$ cat config.mk
export PLATFORM = sky130hd
export DESIGN_NAME = pipeline_hazard_controller
export DESIGN_NICKNAME = d
export VERILOG_FILES = /design/src/rtl/pipeline_hazard_controller.sv
export SDC_FILE = /design/constraint.sdc
export NUM_CORES = 1
export LEC_CHECK = 0
export BUFFER_PORTS_ARGS = -buffer_cell sky130_fd_sc_hd__buf_2
export CORE_UTILIZATION = 53
export CTS_CLUSTER_DIAMETER = 60
export DETAILED_ROUTE_END_ITERATION = 16
export GPL_ROUTABILITY_DRIVEN = 0
export PLACE_DENSITY = 0.9
export SYNTH_ARGS = -nofsm -noshare
export SYNTH_HDL_FRONTEND = slang
export SYNTH_SLANG_ARGS = --single-unit
$ cat constraint.sdc
create_clock -name clk -period 2.95 [get_ports clk]
set_clock_uncertainty 0.15 [all_clocks]
set_input_delay 0.1475 -clock clk [delete_from_list [all_inputs] [get_ports clk]]
set_output_delay 0.1475 -clock clk [all_outputs]
set_load 0.05 [all_outputs]
$ cat src/rtl/pipeline_hazard_controller.sv
// Hazard controller for a 5-stage pipeline: stall/flush arbitration, halt drain
// sequencing and saturating stall/flush performance counters.
module pipeline_hazard_controller #(
    parameter int DRAIN_CYCLES = 3
) (
    input  logic        clk,
    input  logic        reset,
    input  logic [1:0]  rs_ID,
    input  logic [1:0]  rt_ID,
    input  logic        use_rs_ID,
    input  logic        use_rt_ID,
    input  logic [1:0]  write_reg_addr_EX,
    input  logic        RegWrite_EX,
    input  logic        d_readM_EX,
    input  logic        mispredict_EX,
    input  logic        jump_redirect_ID,
    input  logic        is_halted_ID,
    input  logic        i_ready,
    input  logic        d_access_MEM,
    input  logic        d_ready,
    output logic        pc_write,
    output logic        stall_IF_ID,
    output logic        stall_ID_EX,
    output logic        stall_EX_MEM,
    output logic        flush_IF_ID,
    output logic        flush_ID_EX,
    output logic        flush_EX_MEM,
    output logic        halted,
    output logic [15:0] stall_count,
    output logic [15:0] flush_count
);

    // state  | meaning
    // RUN    | normal issue, hazards arbitrated by priority
    // DRAIN  | halt travelling ID->WB, fetch squashed
    // HALTED | pipeline frozen until reset
    typedef enum logic [1:0] {RUN, DRAIN, HALTED} state_t;

    state_t      state_q, state_d;
    logic [1:0]  cnt_q, cnt_d;
    logic [15:0] stall_count_q, stall_count_d;
    logic [15:0] flush_count_q, flush_count_d;

    logic mem_wait, load_use;
    logic s_if, s_id, s_ex, f_if, f_id, f_ex;

    assign mem_wait = d_access_MEM & ~d_ready;
    assign load_use = d_readM_EX & RegWrite_EX &
                      ((use_rs_ID & (rs_ID == write_reg_addr_EX)) |
                       (use_rt_ID & (rt_ID == write_reg_addr_EX)));

    always_comb begin
        state_d  = state_q;
        cnt_d    = cnt_q;
        pc_write = 1'b1;
        s_if     = 1'b0;
        s_id     = 1'b0;
        s_ex     = 1'b0;
        f_if     = 1'b0;
        f_id     = 1'b0;
        f_ex     = 1'b0;
        halted   = 1'b0;
        if (reset) begin
            pc_write = 1'b0;
            f_if     = 1'b1;
            f_id     = 1'b1;
            f_ex     = 1'b1;
        end else begin
            unique case (state_q)
                RUN: begin
                    if (mem_wait) begin
                        pc_write = 1'b0;
                        s_if = 1'b1; s_id = 1'b1; s_ex = 1'b1;
                    end else if (mispredict_EX) begin
                        f_if = 1'b1; f_id = 1'b1;
                    end else if (load_use) begin
                        pc_write = 1'b0;
                        s_if = 1'b1; f_id = 1'b1;
                    end else if (jump_redirect_ID) begin
                        f_if = 1'b1;
                    end else if (!i_ready) begin
                        pc_write = 1'b0;
                        f_if = 1'b1;
                    end else if (is_halted_ID) begin
                        state_d = DRAIN;
                        cnt_d   = 2'(DRAIN_CYCLES - 1);
                    end
                end
                DRAIN: begin
                    if (mem_wait) begin
                        pc_write = 1'b0;
                        s_if = 1'b1; s_id = 1'b1; s_ex = 1'b1;
                    end else if (mispredict_EX) begin
                        // halt was fetched down the wrong path
                        f_if    = 1'b1; f_id = 1'b1;
                        state_d = RUN;
                    end else begin
                        pc_write = 1'b0;
                        f_if     = 1'b1;
                        if (cnt_q == 2'd0) state_d = HALTED;
                        else               cnt_d   = cnt_q - 2'd1;
                    end
                end
                HALTED: begin
                    pc_write = 1'b0;
                    s_if = 1'b1; s_id = 1'b1; s_ex = 1'b1;
                    halted = 1'b1;
                end
                default: state_d = RUN;
            endcase
        end
    end

    // a flush on a register always overrides a hold on the same register
    assign stall_IF_ID  = s_if & ~f_if;
    assign stall_ID_EX  = s_id & ~f_id;
    assign stall_EX_MEM = s_ex & ~f_ex;
    assign flush_IF_ID  = f_if;
    assign flush_ID_EX  = f_id;
    assign flush_EX_MEM = f_ex;

    always_comb begin
        stall_count_d = stall_count_q;
        flush_count_d = flush_count_q;
        if (!pc_write && state_q != HALTED && stall_count_q != 16'hFFFF)
            stall_count_d = stall_count_q + 16'd1;
        if ((f_if | f_id | f_ex) && flush_count_q != 16'hFFFF)
            flush_count_d = flush_count_q + 16'd1;
    end

    always_ff @(posedge clk) begin
        if (reset) begin
            state_q       <= RUN;
            cnt_q         <= 2'd0;
            stall_count_q <= 16'd0;
            flush_count_q <= 16'd0;
        end else begin
            state_q       <= state_d;
            cnt_q         <= cnt_d;
            stall_count_q <= stall_count_d;
            flush_count_q <= flush_count_d;
        end
    end

    assign stall_count = stall_count_q;
    assign flush_count = flush_count_q;

endmodule
# Yosys cells after proc, flatten, opt, wreduce, memory -nomap -nowiden

Cells that the tools add are included.
W data, S select, Z words.

Register bits: 36
Latch bits: 0
Memory bits (writable): 0
ROM bits: 0
Input bits: 18
Output and inout bits: 40
Logic and storage cells: 102
Memories: 0

Add/sub/neg operators: 3
$mul: 0
Divide/modulo/power cells: 0
Order comparisons: 0
Equal/unequal tests: 17
Shifts and indexed selects: 0
Mux-type cells: 52
Bitwise gates (word level): 16
Reduce and logical (&&, ||, !) cells: 10

Operators by type and width:

| operator                | count |
|---|---|
| $mux W2                 | 18 |
| $add A16 B1 Y16 const B | 2 |
| $ne A16 B16 Y1 const B  | 2 |
| $mux W1                 | 27 |
| $ne A2 B2 Y1 const B    | 10 |
| $reduce_and A10 Y1      | 1 |
| $reduce_and A9 Y1       | 1 |
| $and A1 B1 Y1           | 8 |
| $pmux W1 S2             | 3 |
| $pmux W1 S3             | 2 |
| $pmux W2 S3             | 1 |
| $not A1 Y1              | 5 |
| $eq A2 B2 Y1            | 2 |
| $logic_not A2 Y1        | 2 |
| $pmux W2 S2             | 1 |
| $logic_and A1 B1 Y1     | 3 |
| $ne A3 B3 Y1 const B    | 1 |
| $or A1 B1 Y1            | 3 |
| $eq A2 B1 Y1 const B    | 1 |
| $eq A2 B2 Y1 const B    | 1 |
| $reduce_bool A2 Y1      | 1 |
| $reduce_or A2 Y1        | 1 |
| $sub A2 B1 Y2 const B   | 1 |
| $logic_not A1 Y1        | 1 |

# Logic depth before layout (Yosys ltp)

Depth in word-level cells: 12
Mapped depth: 8
Gate-level depth less buffers: 7

# Worst setup path after synthesis

No wires, ideal clock.

Kind: input to output
Start point: input port write_reg_addr_EX[1]
End point: output port stall_IF_ID
Arrival time: 2.855 ns
Required time: 2.653 ns
Setup slack: -0.202 ns
Cell stages on the path: 7
Buffers on the path: 1
Cells stage by stage: xor2_1 > nor3_1 > nor4_4 > buf_6 > a211oi_1 > o21ai_0 > nor2_1

Longest elaborated chain between the ends: 11
Elaborated cells on any way between the ends: 18
Classes of those cells: eq/ne: 2; mux: 10; bitwise: 6

RTL lines:

| what                                    | RTL line | source |
|---|---|---|
| from (decl)                             | 12       | `input logic [1:0] write_reg_addr_EX,` |
| $eq A2 B2 Y1, on equally long branches  | 49, 50   |  |
| $and A1 B1 Y1, on equally long branches | 49, 50   |  |
| $or A1 B1 Y1 (*)                        | 49       | `((use_rs_ID & (rs_ID == write_reg_addr_EX)) \|` |
| $and A1 B1 Y1 (*)                       | 48       | `assign load_use = d_readM_EX & RegWrite_EX &` |
| $mux W1 (*)                             | 76       | `end else if (load_use) begin` |
| $mux W1 (*)                             | 74       | `end else if (mispredict_EX) begin` |
| $mux W1 (*)                             | 71       | `if (mem_wait) begin` |
| $pmux W1 S2 (*)                         | 69       | `unique case (state_q)` |
| $mux W1 (*)                             | 63       | `if (reset) begin` |
| via flush_IF_ID                         | 25       | `output logic flush_IF_ID,` |
| $not A1 Y1 (*)                          | 115      | `assign stall_IF_ID = s_if & ~f_if;` |
| $and A1 B1 Y1 (*)                       | 115      |  |
| to (decl)                               | 22       | `output logic stall_IF_ID,` |

Mark *: on every way through the listed nets, which the timed path passes. The rest lies on a longest branch.

# Final worst setup path

Start point: input port write_reg_addr_EX[1]
End point: output port pc_write

Longest elaborated chain between the ends: 9
Elaborated cells on any way between the ends: 11
Classes of those cells: eq/ne: 2; mux: 5; bitwise: 4

RTL lines:

| what                                    | RTL line | source |
|---|---|---|
| $eq A2 B2 Y1, on equally long branches  | 49, 50   |  |
| $and A1 B1 Y1, on equally long branches | 49, 50   |  |
| $or A1 B1 Y1 (*)                        | 49       |  |
| $and A1 B1 Y1 (*)                       | 48       |  |
| $mux W1 (*)                             | 76       |  |
| $mux W1 (*)                             | 74       |  |
| $mux W1 (*)                             | 71       |  |
| $pmux W1 S3 (*)                         | 69       |  |
| $mux W1 (*)                             | 63       |  |
| to (decl)                               | 21       | `output logic pc_write,` |

Every way passes the cells marked *; elsewhere a longest branch is shown, timed or not.

==> metrics.txt <==
status=complete, no violations; Routed Antenna Nets=0; num rows=22; synthesized area=2180 µm²; Max-Cap Viols=0; CTS buffer count=5; CTS H-tree lvls=2; share of cells above drive strength 1=26.6%; WL per Instance=14.3 µm; Nets=341; die area=4370 µm²; top post-synthesis cells by area=dfxtp_1 (33%), nor2_1 (7.4%), xnor2_1 (6.8%); setup_tns=0 ps; post-DP HPWL=~3700 µm; crit path cell chain=buf_2 -> xor2_1 -> nor3_1 -> nor4_4 -> buf_4 -> a222oi_1 -> nor2_1 -> buf_2; Worst Hold Class=primary input to register; Post-CTS Setup Bufs=0; startpoint types=primary input; flip-flop and latch count after synthesis=36; Worst Hold End=cnt_q[1]; hold depth=3; Netlist cell types=42; Cells after Synth=roughly 270; DRT iter0 DRCs=193; R2R Path End=stall_count[10]; Total Wirelength=5260 µm; highest clock rate=410 MHz; YS warnings=0; Vias/cell=approximately 6; number of port buffers=57; GR Util All Layers=27.0%; Die Height=66.1 µm; Core ar.=approximately 3800 µm²; footprint of the multi-input gates=1350 µm²; pin count of the biggest net entering global routing=54; antenna violations before repair=0; DRT Pass-1 Iters=5; R2R depth=7; CTS Buffer Depth=2; Synth area leader=dfxtp_1; TritonCTS clock tree=yes; gr ovfl total=0; Avg Inst Size Synth=8.16 µm²; vias in the first global route=2023; fin crit period=between 2000 and 2500 ps; Critical Path RT=2650 ps; fill count=307; max incr delay on CP=790 ps; peak supply drop=0.357 mV; clock root buffer=clkbuf_8; most used cell, CP=buf_2; WP buf/inv=3; Post-route DRC=0; # IOs=58; syn_nets=approximately 290; clk sinks=36; # diodes=0; Most used DFF post-synth=dfxtp_1; CTS clk-pin slew, worst paths=approximately 70 ps; RR Startpoint=stall_count[0]; CP endpoint kind=output port; CP delay by family, top=simple AND/OR/NAND/NOR gates; ys async rst share=0%; setup violators final=0; Final Hold Viols=0; Initial Utilization=57.3%; Die Wd=roughly 66 µm; arrival time worst endpoint=2140 ps; period utilization=between 80 and 90%; Hold Buf Count CTS=0; hold path startpoint=is_halted_ID; register area share after synthesis=33.1%; worst hold slack=15.9 ps; Worst Path Max Fanout=15; number of synthesized flops with an enable pin=0; Pleak=1.07 nW; routed vias=2219; CP Class=primary input to output port; slew of the pin with the lowest slew margin=860 ps; CTS resizes=0; R2R setup slack=~600 ps; Clock Latency Late Sink=about 290 ps; Max-slew headroom=42.3%; top-area cell type share of the netlist area=between 30% and 40%; RSZ-0062 raised after global routing=no; Area growth syn-to-layout=17.5%; first-pass GRT wire length=roughly 9000 µm; FF/Latch Area=721 µm²; slowest library cell on the worst path=nor4_4; PD cells=405 nW/µm²; Pins Over Slew Limit=0
## flip-flops by register name, summed over array words and instances, names as in the netlist
name	flops
cnt_q	2
stall_count	16
state_q	2
flush_count	16
## how the worst max path moves through the flow
stage / from / end / slack [ps] / cells past startpoint
final: write_reg_addr_EX[1] / pc_write / 510 / 8
after global routing: write_reg_addr_EX[1] / pc_write / 330 / 8
after CTS: write_reg_addr_EX[1] / pc_write / 560 / 8
after detailed placement: write_reg_addr_EX[1] / stall_count[10] / 560 / 7
after global placement: write_reg_addr_EX[1] / pc_write / 600 / 8
after floorplan: write_reg_addr_EX[1] / flush_ID_EX / 20 / 5
## power breakdown
part	switching [mW]	internal (mW)	leakage, nW
combinational	0.133	0.0581	0.741
sequential	0.0149	0.497	0.291
clock	0.173	0.161	0.0410
total	0.321	0.716	1.07
## cell families (layout without fill, tap and decap cells)
group | after synthesis | after routing | synth area share [%]
AOI/OAI and AO/OA | 45 | 45 | 15.3
xor gates and xnor gates | 19 | 19 | 7.64
adders and majority gates | 3 | 3 | 1.72
buffers and inverters | 23 | 76 | 5.00
DFF | 36 | 36 | 33.1
muxes | 11 | 11 | 5.51
and+or+nand+nor | 130 | 130 | 31.7
## cells in the mapped netlist (3+ instances only)
| cell type | n |
|---|---|
| clkbuf_1 | 10 |
| nand3_1 | 12 |
| and4_1 | 5 |
| buf_2 | 3 |
| nor2_1 | 43 |
| and2_1 | 3 |
| mux2_2 | 8 |
| ha_1 | 3 |
| mux2i_1 | 3 |
| nor2b_1 | 9 |
| and3_1 | 5 |
| nand4_1 | 17 |
| a21oi_1 | 15 |
| nor4_1 | 4 |
| a211oi_1 | 14 |
| dfxtp_1 | 36 |
| nor3_1 | 7 |
| nand2b_1 | 4 |
| nand2_1 | 15 |
| xnor2_1 | 17 |
| inv_1 | 6 |
## routing by layer
layer	wire length (µm)	global-route usage, %	vias to the layer above	part of all wire [%]
met5	0	0	-	0
met4	106	14.4	0	2.0
met3	291	7.07	13	5.5
met2	2500	42.0	77	48
met1	2360	33.8	1060	45
li1	-	-	1069	-
## worst reg2reg max path: cells and delay by family (launching register included)
family	cells	cell delay (ps)
simple gates	3	710
compound gates	2	450
flops	1	380
mux	1	340
fa+ha+maj	1	200
## layout make-up
type	instances	area share, %
well taps	48	2.35
multi-input cells	208	52.7
clock buffers	6	2.83
flip-flops and latches	36	28.2
repair buffers	63	12.9
clock inverters	1	0.196
inverters	6	0.880
## through the flow
stage | total power, mW | worst slack (ps) | area, µm² | std cells | utilization, %
floorplan | 0.667 | 16.8 | 2180 | 267 | -
global placement | 0.707 | 599 | 2480 | 361 | 65.3
detailed placement | 0.712 | 562 | 2480 | 361 | 65.3
CTS | 1.04 | 556 | 2560 | 368 | 67.4
global route | 1.09 | 330 | 2560 | 368 | 67.4
finish | 1.04 | 511 | 2560 | 368 | 67.4
## placed cells by master, fill, tap and decap left out, types with 5 or more instances in the layout
cell / n
a211oi_1: 14
a21oi_1: 15
and3_1: 5
and4_1: 5
buf_2: 57
buf_4: 6
clkbuf_8: 5
dfxtp_1: 36
inv_1: 6
mux2_2: 8
nand2_1: 15
nand3_1: 12
nand4_1: 17
nor2_1: 43
nor2b_1: 9
nor3_1: 7
xnor2_1: 17
Power figures use the tool's default switching activity.
